**config.mk**
```make
export PLATFORM = sky130hd
export DESIGN_NAME = csa_final_adder_pipe
export DESIGN_NICKNAME = d
export VERILOG_FILES = /design/src/rtl/cpa_pkg.sv /design/src/rtl/cpa_seg_stage.sv /design/src/rtl/csa_final_adder_pipe.sv
export SDC_FILE = /design/constraint.sdc
export NUM_CORES = 1
export LEC_CHECK = 0
export CORE_UTILIZATION = 55
export CTS_BUF_LIST = sky130_fd_sc_hd__clkbuf_4
export CTS_CLUSTER_SIZE = 24
export DETAILED_ROUTE_END_ITERATION = 7
export PLACE_DENSITY = 0.86
export SLEW_MARGIN = 25
export SYNTH_ARGS = -nofsm -noshare
export SYNTH_HDL_FRONTEND = slang
export SYNTH_HIERARCHICAL = 1
export SYNTH_SLANG_ARGS = --single-unit
export TNS_END_PERCENT = 100
```
**constraint.sdc**
```tcl
create_clock -name clk -period 4.5 [get_ports clk]
set_input_delay 0.9 -clock clk [delete_from_list [all_inputs] [get_ports clk]]
set_output_delay 0.9 -clock clk [all_outputs]
set_load 0.01 [all_outputs]
```
**src/rtl/cpa_pkg.sv**
```systemverilog
// Shared widths and the per-stage pipeline bundle for the
// segmented final carry-propagate adder.
package cpa_pkg;

    localparam int CPA_WIDTH  = 64;
    localparam int CPA_SEG    = 16;
    localparam int CPA_STAGES = CPA_WIDTH / CPA_SEG;

    typedef logic [CPA_SEG-1:0] cpa_seg_t;

    // sum holds resolved lower segments and untouched upper ones
    typedef struct packed {
        logic                 valid;
        logic [CPA_WIDTH-1:0] sum;
        logic [CPA_WIDTH-1:0] carry;
        logic                 cin;
    } cpa_stage_t;

endpackage

```
**src/rtl/cpa_seg_stage.sv**
```systemverilog
// One segment of the carry-propagate adder: segment add,
// pipeline register and stage-advance logic.
module cpa_seg_stage
    import cpa_pkg::*;
#(
    parameter int K = 0
) (
    input  logic       clk,
    input  logic       rst,
    input  cpa_stage_t prev,
    input  logic       next_ready,
    output logic       ready,
    output cpa_stage_t cur
);

    localparam int LO = K * CPA_SEG;

    logic [CPA_SEG:0] add;
    cpa_seg_t         sa;
    cpa_seg_t         ca;
    cpa_stage_t       nxt;

    assign sa    = prev.sum[LO +: CPA_SEG];
    assign ca    = prev.carry[LO +: CPA_SEG];
    assign add   = {1'b0, sa} + {1'b0, ca} + {{CPA_SEG{1'b0}}, prev.cin};
    assign ready = !cur.valid || next_ready;

    always_comb begin
        nxt                    = prev;
        nxt.sum[LO +: CPA_SEG] = add[CPA_SEG-1:0];
        nxt.cin                = add[CPA_SEG];
    end

    always_ff @(posedge clk or posedge rst) begin
        if (rst) begin
            cur <= '0;
        end else if (ready) begin
            if (prev.valid) begin
                cur <= nxt;
            end else begin
                cur.valid <= 1'b0;
            end
        end
    end

endmodule

```
**src/rtl/csa_final_adder_pipe.sv**
```systemverilog
// Pipelined final adder resolving the Wallace-tree sum/carry pair.
// CPA_SKID_EN adds a 2-entry output skid buffer that cuts out_ready->in_ready.
module csa_final_adder_pipe
    import cpa_pkg::*;
#(
    parameter int WIDTH = CPA_WIDTH,
    parameter int SEG   = CPA_SEG
) (
    input  logic             clk,
    input  logic             rst,
    input  logic             in_valid,
    output logic             in_ready,
    input  logic [WIDTH-1:0] in_sum,
    input  logic [WIDTH-1:0] in_carry,
    output logic             out_valid,
    input  logic             out_ready,
    output logic [WIDTH-1:0] out_product
);

    localparam int STAGES = WIDTH / SEG;

    cpa_stage_t        stg [0:STAGES];
    logic [STAGES:0]   rdy;
    cpa_stage_t        tail;
    logic              unused_tail;

    assign stg[0]      = '{valid: in_valid, sum: in_sum, carry: in_carry, cin: 1'b0};
    assign in_ready    = rdy[0] && !rst;
    assign tail        = stg[STAGES];
    assign unused_tail = ^{tail.carry, tail.cin};

    for (genvar k = 0; k < STAGES; k++) begin : g_stage
        cpa_seg_stage #(
            .K(k)
        ) u_stage (
            .clk       (clk),
            .rst       (rst),
            .prev      (stg[k]),
            .next_ready(rdy[k+1]),
            .ready     (rdy[k]),
            .cur       (stg[k+1])
        );
    end

`ifdef CPA_SKID_EN
    logic [WIDTH-1:0] mem [0:1];
    logic [1:0]       cnt;
    logic             wp;
    logic             rp;
    logic             push;
    logic             pop;

    // tail bypasses the buffer when empty so latency is unchanged
    assign rdy[STAGES] = (cnt != 2'd2);
    assign pop         = (cnt != 2'd0) && out_ready;
    assign push        = tail.valid && rdy[STAGES] && !((cnt == 2'd0) && out_ready);
    assign out_valid   = (cnt != 2'd0) || tail.valid;
    assign out_product = (cnt != 2'd0) ? mem[rp] : tail.sum;

    always_ff @(posedge clk or posedge rst) begin
        if (rst) begin
            cnt <= 2'd0;
            wp  <= 1'b0;
            rp  <= 1'b0;
        end else begin
            cnt <= cnt + {1'b0, push} - {1'b0, pop};
            wp  <= wp ^ push;
            rp  <= rp ^ pop;
        end
    end

    always_ff @(posedge clk) begin
        if (push) begin
            mem[wp] <= tail.sum;
        end
    end
`else
    assign rdy[STAGES] = out_ready;
    assign out_valid   = tail.valid;
    assign out_product = tail.sum;
`endif

endmodule
```
==> Yosys cells after proc, flatten, opt, wreduce, memory -nomap -nowiden <==
Index checks and enable logic that the tools add are counted.
{ "word_totals": {"register_bits": 455, "wordCells": 39, "inputBits": 132} }
{ "classes": {"addsub": 7, "reduce_logical": 14, "mux": 4} }
{ "op_table": {"columns": ["cell", "count"], "rows": [
  ["16-bit by 16-bit adder with 17-bit output", 3],
  ["17-bit by 1-bit adder with 17-bit output", 2],
  ["16-bit by 1-bit adder with 16-bit output", 1],
  ["16-bit adder", 1],
  ["2-bit AND reduction", 4],
  ["1-bit logical NOT", 5],
  ["1-bit logical OR", 4],
  ["1-bit 2-to-1 mux", 4],
  ["1-bit logical AND", 1]
]} }

==> Depth between registers and ports, before layout <==
{ "depth": {"ltp_word": 6, "depth_mapped": 10, "mapped_depth_nobuf": 8} }

==> Cells and area by module <==
Netlist, hierarchy kept.
{ "by_module_without_submodules": {"columns": ["mod", "area_each_um2", "seq_area_each_um2", "cells_per_inst", "n_inst"], "rows": [
  ["cpa_seg_stage (g_stage[1].u_stage ...)", 5715.5, 3253.1, 658, 2],
  ["cpa_seg_stage (g_stage[3].u_stage)", 5676.7, 3253.1, 647, 1],
  ["cpa_seg_stage (g_stage[0].u_stage)", 5644.2, 3253.1, 646, 1],
  ["csa_final_adder_pipe", 17.5, 0.0, 2, 1]
]} }

==> Worst setup path before layout <==
OpenSTA, ideal clock, no wires.
{ "synth_timing": {"kind": "in2reg", "startpoint": "input in_carry[0]", "endpoint": "register g_stage[0].u_stage/cur[79] (netlist bit)", "setup_ps": 95, "stages": 7, "slack_ps": 1546, "arrival_ps": 2859, "cell_sequence": "fa_1 > fa_1 > a21o_1 > a221oi_4 > nor4_1 > o31a_1 > o31ai_1"} }
{ "synth_between": {"elab_chain_len": 1} }
{ "synth_lines": {"columns": ["element", "line", "source"], "rows": [
  ["start, declared", "csa_final_adder_pipe.sv:14", "input logic [WIDTH-1:0] in_carry,"],
  ["16-bit by 16-bit adder with 17-bit output", "cpa_seg_stage.sv:25", "assign add = {1'b0, sa} + {1'b0, ca} + {{CPA_SEG{1'b0}}, prev.cin};"],
  ["end signal, assigned", "cpa_seg_stage.sv:39", "cur <= nxt;"],
  ["end, declared", "cpa_seg_stage.sv:13", "output cpa_stage_t cur"]
]} }
Every way passes these cells.
A chain may end at the register's enable or synchronous reset.

==> Final worst setup path <==
{ "layout_timing": {"startpoint": "input out_ready", "endpoint": "output in_ready"} }
{ "layout_between": {"elab_chain_len": 5} }
{ "layout_lines": {"columns": ["element", "line", "source"], "rows": [
  ["start, declared", "csa_final_adder_pipe.sv:16", "input logic out_ready,"],
  ["1-bit logical OR", "cpa_seg_stage.sv:26", "assign ready = !cur.valid || next_ready;"],
  ["via rdy[3]", "csa_final_adder_pipe.sv:23", "logic [STAGES:0] rdy;"],
  ["1-bit logical OR", "cpa_seg_stage.sv:26", null],
  ["via rdy[2]", "csa_final_adder_pipe.sv:23", null],
  ["1-bit logical OR", "cpa_seg_stage.sv:26", null],
  ["via rdy[1]", "csa_final_adder_pipe.sv:23", null],
  ["1-bit logical OR", "cpa_seg_stage.sv:26", null],
  ["via rdy[0]", "csa_final_adder_pipe.sv:23", null],
  ["1-bit logical AND", "csa_final_adder_pipe.sv:28", "assign in_ready = rdy[0] && !rst;"],
  ["end, declared", "csa_final_adder_pipe.sv:12", "output logic in_ready,"]
]} }
The timed path passes the listed nets, and every way through them passes these cells.

==> metrics.md <==
| Metric | Value |
|---|---|
| Core area | `29,900 um2` |
| TNS Setup | `0 ns` |
| Total Routing Usage GR | `26.0%` |
| Initial Util | `56.2%` |
| Clock slew seen by the registers of the worst setup and hold paths | `0.06 ns` |
| Achievable frequency | `0.244 GHz` |
| Final critical-path setup slack | `between 0.3 and 0.4 ns` |
| Via density | `between 5 and 6` |
| Worst setup SP type | `primary input` |
| Layout cells sized above 1 | `8.60%` |
| Hold WC Path Type | `flop to flop` |
| Max capacitance violation total | `0` |
| Setup violators final | `0` |
| DRC errors left | `0` |
| Final Cycle Share | `91.3%` |
| Max FFs per register | `about 360` |
| Ys Warns | `6` |
| Vias | `13,947` |
| Global-route wire length before repair | `roughly 65,000 um` |
| Total power | `~11 mW` |
| Antenna violations before repair | `7` |
| Worst-Margin Slew | `0.831 ns` |
| CTS tree | `built` |
| Largest Register | `g_stage.u_stage/cur` |
| Antenna violation net count after detailed routing | `0` |
| R2R Setup Slk | `1.69 ns` |
| CTS Sinks | `~360` |
| CTS Hold Bufs | `0` |
| Ports | `198` |
| Longest Clk Path Bufs | `3` |
| Syn-to-layout area delta | `19.1%` |
| Clk Latency, worst-skew pair | `0.70 ns` |
| Post-Place Cells | `2,432` |
| Pre-CTS setup slack | `0.435 ns` |
| Die Area | `31,200 um2` |
| Drt pass-1 iters | `5` |
| CP max FO | `5` |
| Clock Tree Root | `clkbuf_4` |
| Detailed Route WL | `39,200 um` |
| Finished Layout Cells | `2,581` |
| Vias in the first global route | `13,595` |
| Cell Area, Synth | `16,800 um2` |
| Setup CP Type | `primary input to primary output` |
| Clock skew | `~0.041 ns` |
| Unrepaired setup endpoints after global routing | `no` |
| Critical Path AT | `3.21 ns` |
| CTS Buf Count | `between 90 and 100` |
| H-tree depth | `3` |
| Die W | `177 um` |
| Final Hold Viols | `0` |
| Syn Inst Count | `1,938` |
| Count of input and output buffers | `~200` |
| Leak | `just over 10 nW` |
| Syn Nets | `2,138` |
| Grt ovf | `0` |
| Pwr dens | `527 nW/um2` |
| Tmin final | `4.11 ns` |
| Starting DRT DRC Count | `approximately 950` |
| Post-CTS Setup Inserts | `0` |
| Rows | `63` |
| PostCTS Resize Cnt | `0` |
| GP Congestion | `about 0.93` |
| Average wire per standard cell | `between 15 and 20 um` |
| Final #Nets | `2,335` |
| Worst VDD drop | `200 uV` |
| Fin Hold WS | `~0.44 ns` |
| Detailed-placement wirelength estimate | `27,300 um` |
| Slew headroom | `between 40% and 50%` |
| Pin count of the biggest net entering global routing | `a little over 80` |
| Die span in y | `177 um` |
| Avg Inst Size Synth | `approximately 8.7 um2` |
| Biggest regs | `g_stage.u_stage/cur x359` |
| Slew Viols, Final | `0` |
| Status | `finished clean` |
| Endpoint class of the critical path | `primary output` |
| Required time worst endpoint | `~3.6 ns` |
## critical path, cell delays in order
cell             delay, ns
clkdlybuf4s50_1       0.45
nand2b_1              0.25
nand2b_1              0.24
nand2b_1              0.26
nand2b_1              0.35
nor2b_4               0.20
clkdlybuf4s50_1       0.54
## metrics by stage
step | instance area, um2 | util, %
2_1_floorplan | 16800 | -
3_3_place_gp | 19000 | 63.4
3_5_place_dp | 19000 | 63.4
4_1_cts | 20000 | 66.9
5_1_grt | 20000 | 66.9
6_report | 20000 | 66.9
## routing by layer
layer / track usage (%) / routed length [um]
met1: 34.9 / 17300
met2: 41.3 / 18200
met3: 5.65 / 2680
met4: 10.3 / 997
met5: 0 / 26
## cells in the final DEF (no fill, tap or decap), types with 7 or more instances in the layout
| cell type | count |
|---|---|
| nand2_1 | 970 |
| dfrtp_1 | 359 |
| clkdlybuf4s50_1 | 197 |
| clkbuf_4 | 128 |
| ha_1 | 60 |
| o21ai_0 | 49 |
| a21oi_1 | 46 |
| nor2_1 | 26 |
| nand4_1 | 24 |
| nand3_1 | 23 |
| xor2_1 | 19 |
| a21o_1 | 18 |
| inv_1 | 18 |
| buf_4 | 16 |
| nor3_1 | 15 |
| o21ai_1 | 13 |
| xnor2_1 | 11 |
| o21a_1 | 11 |
| o211ai_1 | 10 |
| a211oi_1 | 9 |
| or4_1 | 9 |
| nand2b_1 | 8 |
| fa_1 | 8 |
| clkinv_1 | 7 |
| and3_1 | 7 |
| o31ai_1 | 7 |
| nor3b_1 | 7 |
## final cells by class
cell class                 count  area [um2]
antenna                        5        12.5
clock buffer                 128         961
clock inverter                16        68.8
fill                        2447        9880
inverter                      22        91.3
multi-input combinational   1446        7260
sequential                   359        8980
tap                          390         488
timing repair buffer         215        2130
## path summary, 6_finish.rpt
path,from,to,cells after the start
max,out_ready,in_ready,7
min reg2reg,g_stage[0].u_stage/cur[50],g_stage[1].u_stage/cur[50],2
min,g_stage[0].u_stage/cur[50],g_stage[1].u_stage/cur[50],2
min in group asynchronous,rst,g_stage[1].u_stage/cur[89],2
max in group asynchronous,rst,g_stage[2].u_stage/cur[105],3
max reg2reg,g_stage[3].u_stage/cur[129],g_stage[0].u_stage/cur[27],8
## report_power, final
part	switching (mW)	internal [mW]	total, mW
Clock	1.22	1.29	2.51
Combinational	1.86	1.46	3.32
Sequential	0.565	4.14	4.71
Power figures use the tool's default switching activity.
